===== config.mk =====
export PLATFORM = sky130hd
export DESIGN_NAME = serial_frame_tx
export DESIGN_NICKNAME = d
export VERILOG_FILES = /design/src/rtl/serial_frame_tx.sv
export SDC_FILE = /design/constraint.sdc
export NUM_CORES = 1
export LEC_CHECK = 0
export ABC_AREA = 1
export CELL_PAD_IN_SITES_DETAIL_PLACEMENT = 0
export CELL_PAD_IN_SITES_GLOBAL_PLACEMENT = 1
export CORE_UTILIZATION = 39
export CTS_CLUSTER_DIAMETER = 40
export DETAILED_ROUTE_END_ITERATION = 8
export GPL_ROUTABILITY_DRIVEN = 1
export HOLD_SLACK_MARGIN = 0.05
export PLACE_DENSITY_LB_ADDON = 0.1
export SLEW_MARGIN = 20
export SYNTH_ARGS = -nofsm -noshare
export SYNTH_HDL_FRONTEND = slang
export SYNTH_SLANG_ARGS = --single-unit

===== constraint.sdc =====
create_clock -name io_in -period 2.1 [get_ports io_in]
set_input_delay 0.42 -clock io_in [delete_from_list [all_inputs] [get_ports io_in]]
set_output_delay 0.42 -clock io_in [all_outputs]
set_load 0.05 [all_outputs]

===== src/rtl/serial_frame_tx.sv =====
// serial_frame_tx
//   Sends a 5-bit word as an asynchronous frame on one pin:
//   start(0), D0..D4 LSB first, optional even-parity bit, stop(1).
//
//   Build option: define SERIAL_FRAME_TX_PARITY_EN to insert the parity bit
//   (8-bit frame, stop at index 7). Left undefined, the frame is 7 bits and
//   the stop bit is at index 6.
//
//   Parameter CLKS_PER_BIT (1..255): clock cycles per serial bit.
//
//   Ports (user-module slot pinout):
//     io_in[0]    clk, rising edge
//     io_in[1]    reset, synchronous active-high
//     io_in[2]    start, level; 0->1 transition launches a frame
//     io_in[7:3]  data word, D0 = io_in[3]
//     io_out[0]   tx line, idles high
//     io_out[1]   busy
//     io_out[2]   done, one-cycle pulse after the stop bit
//     io_out[5:3] index of the frame bit on tx (0 when idle)
//     io_out[6]   overrun, sticky until reset
//     io_out[7]   bit_strobe, first cycle of each frame bit
module serial_frame_tx #(
    parameter int CLKS_PER_BIT = 4
) (
    input  logic [7:0] io_in,
    output logic [7:0] io_out
);

    typedef enum logic [2:0] {
        S_IDLE,
        S_START,
        S_DATA,
`ifdef SERIAL_FRAME_TX_PARITY_EN
        S_PARITY,
`endif
        S_STOP
    } state_t;

`ifdef SERIAL_FRAME_TX_PARITY_EN
    localparam logic [2:0] STOP_IDX = 3'd7;
`else
    localparam logic [2:0] STOP_IDX = 3'd6;
`endif
    localparam logic [7:0] DIV_LAST = 8'(CLKS_PER_BIT - 1);

    logic       clk, rst, start;
    logic [4:0] data;

    assign clk   = io_in[0];
    assign rst   = io_in[1];
    assign start = io_in[2];
    assign data  = io_in[7:3];

    state_t     state_q, state_d;
    logic [7:0] div_q, div_d;
    logic [2:0] dcnt_q, dcnt_d;
    logic [4:0] shreg_q, shreg_d;
    logic       start_prev_q;
    logic       overrun_q, overrun_d;
`ifdef SERIAL_FRAME_TX_PARITY_EN
    logic       par_q, par_d;
`endif

    logic       tx_q, tx_d;
    logic       busy_q, busy_d;
    logic       done_q, done_d;
    logic [2:0] idx_q, idx_d;
    logic       strobe_q, strobe_d;

    logic launch, term;

    assign launch = start & ~start_prev_q;
    assign term   = (div_q == DIV_LAST);

    // Next-state logic. Outputs are computed from the next state and then
    // registered, so every pin is a flop and changes on the same edge as the
    // state it describes.
    always_comb begin
        state_d   = state_q;
        div_d     = div_q;
        dcnt_d    = dcnt_q;
        shreg_d   = shreg_q;
        overrun_d = overrun_q;
        done_d    = 1'b0;
`ifdef SERIAL_FRAME_TX_PARITY_EN
        par_d     = par_q;
`endif

        if (state_q == S_IDLE) begin
            div_d = 8'd0;
            if (launch) begin
                state_d = S_START;
                shreg_d = data;
                dcnt_d  = 3'd0;
`ifdef SERIAL_FRAME_TX_PARITY_EN
                par_d   = ^data;
`endif
            end
        end else begin
            // An edge during a frame is flagged and otherwise dropped.
            if (launch) overrun_d = 1'b1;
            div_d = term ? 8'd0 : div_q + 8'd1;
        end

        case (state_q)
            S_IDLE: ;
            S_START: if (term) state_d = S_DATA;
            S_DATA: if (term) begin
                shreg_d = shreg_q >> 1;
                if (dcnt_q == 3'd4) begin
`ifdef SERIAL_FRAME_TX_PARITY_EN
                    state_d = S_PARITY;
`else
                    state_d = S_STOP;
`endif
                end else begin
                    dcnt_d = dcnt_q + 3'd1;
                end
            end
`ifdef SERIAL_FRAME_TX_PARITY_EN
            S_PARITY: if (term) state_d = S_STOP;
`endif
            S_STOP: if (term) begin
                state_d = S_IDLE;
                done_d  = 1'b1;
            end
            default: state_d = S_IDLE;
        endcase

        tx_d  = 1'b1;
        idx_d = 3'd0;
        case (state_d)
            S_START: begin
                tx_d  = 1'b0;
                idx_d = 3'd0;
            end
            S_DATA: begin
                tx_d  = shreg_d[0];
                idx_d = dcnt_d + 3'd1;
            end
`ifdef SERIAL_FRAME_TX_PARITY_EN
            S_PARITY: begin
                tx_d  = par_d;
                idx_d = 3'd6;
            end
`endif
            S_STOP: begin
                tx_d  = 1'b1;
                idx_d = STOP_IDX;
            end
            default: begin
                tx_d  = 1'b1;
                idx_d = 3'd0;
            end
        endcase
        busy_d   = (state_d != S_IDLE);
        strobe_d = busy_d && (div_d == 8'd0);
    end

    always_ff @(posedge clk) begin
        // Tracks the pin even during reset, so a start level held high across
        // reset release is not mistaken for a fresh 0->1 launch edge.
        start_prev_q <= start;
        if (rst) begin
            state_q   <= S_IDLE;
            div_q     <= 8'd0;
            dcnt_q    <= 3'd0;
            shreg_q   <= 5'd0;
            overrun_q <= 1'b0;
`ifdef SERIAL_FRAME_TX_PARITY_EN
            par_q     <= 1'b0;
`endif
            tx_q      <= 1'b1;
            busy_q    <= 1'b0;
            done_q    <= 1'b0;
            idx_q     <= 3'd0;
            strobe_q  <= 1'b0;
        end else begin
            state_q   <= state_d;
            div_q     <= div_d;
            dcnt_q    <= dcnt_d;
            shreg_q   <= shreg_d;
            overrun_q <= overrun_d;
`ifdef SERIAL_FRAME_TX_PARITY_EN
            par_q     <= par_d;
`endif
            tx_q      <= tx_d;
            busy_q    <= busy_d;
            done_q    <= done_d;
            idx_q     <= idx_d;
            strobe_q  <= strobe_d;
        end
    end

    assign io_out = {strobe_q, overrun_q, idx_q, done_q, busy_q, tx_q};

endmodule


Word-level counts from Yosys, hierarchy flattened
Cells that the tools add are included.
- input port bits: 8
- bits in registers: 28
- output and inout port bits: 8
- multiplexer cells: 21
- eq/ne operators: 8
- reductions and logical operators: 6
- add/subtract/negate cells: 3
- bitwise logic cells: 4
- operator list (operator ; number):
    3-bit 2-to-1 mux ; 11
    5-bit 2-to-1 mux ; 4
    8-bit 2-to-1 mux ; 2
    3-bit by 2-bit equality test with 1-bit output, second input constant ; 4
    3-bit one-hot mux with 4 select lines ; 1
    8-bit by 1-bit adder with 8-bit output, second input constant ; 1
    8-bit by 2-bit equality test with 1-bit output, second input constant ; 1
    8-bit zero test ; 1
    3-bit by 1-bit adder with 3-bit output, second input constant ; 2
    3-bit by 1-bit equality test with 1-bit output, second input constant ; 2
    3-bit one-hot mux with 2 select lines ; 1
    3-bit equality test, second input constant ; 1
    3-bit zero test ; 1
    1-bit NOT ; 3
    3-bit nonzero test ; 1
    1-bit one-hot mux with 2 select lines ; 1
    2-bit AND reduction ; 1
    2-bit OR reduction ; 1
    1-bit AND ; 1
    1-bit logical AND ; 1
    1-bit 2-to-1 mux ; 1

Longest topological paths before layout
Gate-level depths: netlist of the first run.
- depth in word-level cells: 9
- mapped depth: 16
- gate-level depth less buffers: 15

Least setup slack after synthesis of the first run
No wires, ideal clock.
- path type: register to register
- start point: reg div_q[0]
- end point: reg idx_q[1]
- path buffers: 1
- clock period less this slack: 1.860 ns
- required time: 1.983 ns
- data arrival time: 1.743 ns
- library setup time: 0.117 ns
- slack: 0.240 ns
- cell stages (with the launch flop): 13
- path through: dfxtp_1 ha_1 nand2_2 nor2_4 nand2_2 buf_6 clkinv_4 nand2_4 o21ai_2 inv_1 ha_1 nor3_1 nor2_1
- longest elaborated chain between the ends: 5
- elaborated cells between the ends (all ways): 11
- ends and longest elaborated chain (item ; line ; RTL):
    start, declared ; 55 ; logic [7:0] div_q, div_d;
    start signal, assigned ; 180 ; div_q <= div_d;
    8-bit by 2-bit equality test with 1-bit output ; 73 ; assign term = (div_q == DIV_LAST);
    3-bit 2-to-1 mux ; 108 ; S_DATA: if (term) begin
    3-bit 2-to-1 mux ; 105 ; case (state_q)
    named net dcnt_d[0] ; 56 ; logic [2:0] dcnt_q, dcnt_d;
    3-bit by 1-bit adder with 3-bit output ; 139 ; idx_d = dcnt_d + 3'd1;
    3-bit one-hot mux with 2 select lines ; 132 ; case (state_d)
    end signal, assigned ; 190 ; idx_q <= idx_d;
    end, declared ; 67 ; logic [2:0] idx_q, idx_d;
The timed path passes the listed nets, and every way through them passes these cells.
A chain may end at the register's enable or synchronous reset.

Final worst setup path of the first run
- start point: reg div_q[0]
- end point: reg tx_q
- longest elaborated chain between the ends: 5
- elaborated cells between the ends (all ways): 10
- ends and longest elaborated chain (item ; line ; RTL):
    8-bit by 2-bit equality test with 1-bit output * ; 73 ;
    3-bit 2-to-1 mux, on equally long branches ; 123, 107, 108 ;
    3-bit one-hot mux with 4 select lines ; 105 ;
    3-bit by 2-bit equality test with 1-bit output / 3-bit by 1-bit equality test with 1-bit output (equally long branches) ; 132 ;
    1-bit one-hot mux with 2 select lines * ; 132 ;
    end signal, assigned ; 187 ; tx_q <= tx_d;
    end, declared ; 64 ; logic tx_q, tx_d;
Every way passes the cells marked *; elsewhere a longest branch is shown, timed or not.

==> impl_results.md, run 1 <==
- Crit path max-delay family: buffers and inverters
- WHS: -0.145 ns
- Peak VDD IR: 0.929 mV
- Crit path time final: 1.95 ns
- Slowest-stage cell, CP: dfxtp_1
- Max-cap violation count: 0
- Worst hold path type: clock port to register
- Leakage: 0.897 nW
- Clock-pin slew on the worst setup and hold paths: 0.16 ns
- Synth area leaders: dfxtp_1, nand2_1, nor2_1
- Core Rows: 20
- Syn_area_per_cell: 7.44 um^2
- Via count: 1,308
- Final setup viols: 0
- Mapped cell area: 0.00131 mm^2
- Max_slew headroom: 66.5%
- Critical path's largest stage delay: 0.37 ns
- Overall routed net length: 3120 um
- CP Depth: 12
- WP data arrival: 2.21 ns
- Count leader, synth: nand2_1
- Largest area contributor in the netlist: dfxtp_1
- Post-route ant nets: 0
- Critical path class: register to register
- Fin. Hold Viols: 5
- Cells along the critical path: ha_2 -> nand2_2 -> nor2_4 -> nand2_2 -> buf_4 -> nor2_4 -> nor2_2 -> buf_4 -> o21ai_1 -> clkbuf_4 -> clkbuf_4 -> nand2_1
- Initial drt markers: 111
- DR WL/cell: 11.4 um
- Post-synth EDFFs: 0
- Register bit count reported by yosys: 28
- Power density over the cells: 1530 mW/mm^2
- FF-to-FF Start: div_q[0]
- Syn nets: 188
- Max Slew Vio Count: 0
- GR Util All Layers: 22.4%
- ANT cells: 0
- Starting Density: 41.8%
- Post-synthesis sequential area ratio: 42.8%
- Endpoint of the worst register-to-register path: tx_q
- R2R cell count: 12
- DIE HEIGHT: 59.9 um
- RSZ-0062 raised after global routing: false
- First-pass GRT wire length: 5250 um
- Fmax: 514 MHz
- Hpwl dp: 1800 um
- Grt ovf: 0
- Initial antenna violation count: 0
- PortBufs: 8
- Via/cell ratio: 4.79
- Critical path buffer and inverter count: 4
- Power Total: 2.88 mW
- Crit start category: register
- Last element of the critical path: tx_q
- Worst-margin pin slew: 0.501 ns
- Hold_buf cts: 0
- Vias in the first global route: 1,630
- Crit share post-route: 92.6%
- Worst clock skew: 0.00584 ns
- Start point of the critical path: div_q[0]
- Post-synthesis async set-or-reset flop share: 0%
- 1st-pass router iterations: 4
- Critical Path RT: 2.36 ns
- Residual DRC: 0
- Top post-synthesis cells by count: nand2_1, nor2_1, dfxtp_1
- Final-layout fill cell count: 298
- Final TNS setup: 0 ns
- Yosys warns: 0
- Status: finished, violations left
- Synthesized instance count: 176
- Core area: 0.00313 mm^2
- Synth top area share: 42.8%
- Max FO, Critical Path: 10
- Worst setup EP type: register
- Dominant synthesized flop cell: dfxtp_1
- GP Congestion: 0.793
- Worst-skew pair later-pin latency: 0.34 ns
- Yosys cell types: 30
- I/O pin count: 16
- Reg2Reg Setup Slack: 0.15 ns
- Final nets: 235
- Area Growth Syn to Fin: 44.3%
- CTS tree: yes
- Die width: 59.9 um
- Largest net degree at the start of global routing: 16
- Violated checks: negative hold slack
- Share of layout cells above drive strength 1: 31.4%
- Die footprint: 0.00359 mm^2
-- repair_timing --
action                                  4_1_cts  5_1_grt
setup buffers                                 7        1
pin swaps                                     9        1
resized for setup                            11        2
endpoints found under the setup margin        9        5
-- flip-flops by register name (all words and copies together) (netlist names) --
| name | cells |
|---|---|
| busy_q | 1 |
| dcnt_q | 3 |
| div_q | 8 |
| done_q | 1 |
| idx_q | 3 |
| overrun_q | 1 |
| shreg_q | 5 |
| start_prev_q | 1 |
| state_q | 3 |
| strobe_q | 1 |
| tx_q | 1 |
-- routing by layer --
metal | up-vias | global-route usage (%) | routed length, um | share of wire, %
met1 | 579 | 16.8 | 1370 | 44
met3 | 18 | 27.1 | 281 | 9.0
li1 | 655 | - | - | -
met5 | - | 1.59 | 0 | 0
met4 | 0 | 41.5 | 159 | 5.1
met2 | 56 | 18.7 | 1310 | 42
-- metrics by stage --
| step | util, % | cell area, um^2 | hold WS [ns] | std cells | worst slack (ns) |
|---|---|---|---|---|---|
| 3_3_place_gp | 44.6 | 1400 | 0.0277 | 221 | 0.00910 |
| 4_1_cts | 60.2 | 1880 | -0.139 | 273 | 0.00167 |
| 3_5_place_dp | 44.6 | 1400 | 0.0277 | 221 | 0.00905 |
| 6_report | 60.4 | 1890 | -0.145 | 273 | 0.155 |
| 5_1_grt | 60.4 | 1890 | -0.160 | 273 | 0.0179 |
| 2_1_floorplan | - | 1310 | 0.0277 | 176 | 0.00916 |
-- report_power, final --
group,switching [mW],internal [mW]
sequential,0.0327,0.605
clock,0.784,1.24
combinational,0.153,0.0710
total,0.970,1.91
-- logic make-up (layout without fill, tap and decap cells) --
logic type	Yosys count	in the layout	share of synthesized area (%)
simple gates	96	96	33.7
xor+xnor	1	1	0.669
fa+ha+maj	4	4	3.82
buf+inv	28	81	10.4
other cells	1	1	0.287
flops	28	28	42.8
compound gates	18	18	8.22
-- worst min path at each step --
stage | from | depth (start not counted) | endpoint | slack [ns]
finish | io_in[4] | 2 | shreg_q[1] | -0.15
global route | io_in[4] | 2 | shreg_q[1] | -0.16
CTS | io_in[4] | 2 | shreg_q[1] | -0.14
detailed placement | io_in[2] | 0 | start_prev_q | 0.03
global placement | io_in[2] | 0 | start_prev_q | 0.03
floorplan | io_in[2] | 0 | start_prev_q | 0.03
-- cell usage in the layout, fill, tap and decap left out, types with 2 or more instances in the layout --
master           instances
nand2_1                 32
buf_4                    8
clkbuf_1                 4
nand2_4                  2
nand3_1                 13
a31oi_1                  3
clkbuf_16                6
nand2_2                  3
ha_2                     2
nand4_1                  4
a21oi_1                  3
nor2_2                   4
dfxtp_1                 28
clkbuf_4                22
ha_1                     2
inv_2                    9
nor2_4                   3
inv_1                   20
clkdlybuf4s50_1          8
o21ai_2                  4
nor2_1                  28
or2_2                    2
nor3_2                   2
o21ai_0                  6
-- worst register-to-register path, delay by kind of cell (launching register included) --
kind	cells	cell delay, ns
buffers and inverters	4	0.61
AND/OR/NAND/NOR	6	0.56
flip-flops	1	0.37
adder cells (fa/ha/maj)	1	0.22
AO/OA/AOI/OAI	1	0.12
-- area by class of cell --
class	instances	area, um^2	share of cell area (%)
sequential	28	561	29.7
clock buffer	39	389	20.6
inverter	14	57.6	3.05
tap	44	55.1	2.92
timing repair buffer	10	95.1	5.04
multi-input combinational	120	648	34.3
clock inverter	18	82.6	4.37
(Power assumes the default switching activity.)
==> run 2: changes to the inputs <==
CTS_CLUSTER_SIZE = 30   (was default)
==> results of run 2 <==
No change in the layout: final DEF, timing and power equal those of run 1.
==> run 3: changes to the inputs <==
CTS_CLUSTER_SIZE = 14   (was 30)
==> results of run 3 <==
No change in the layout: final DEF, timing and power equal those of run 1.
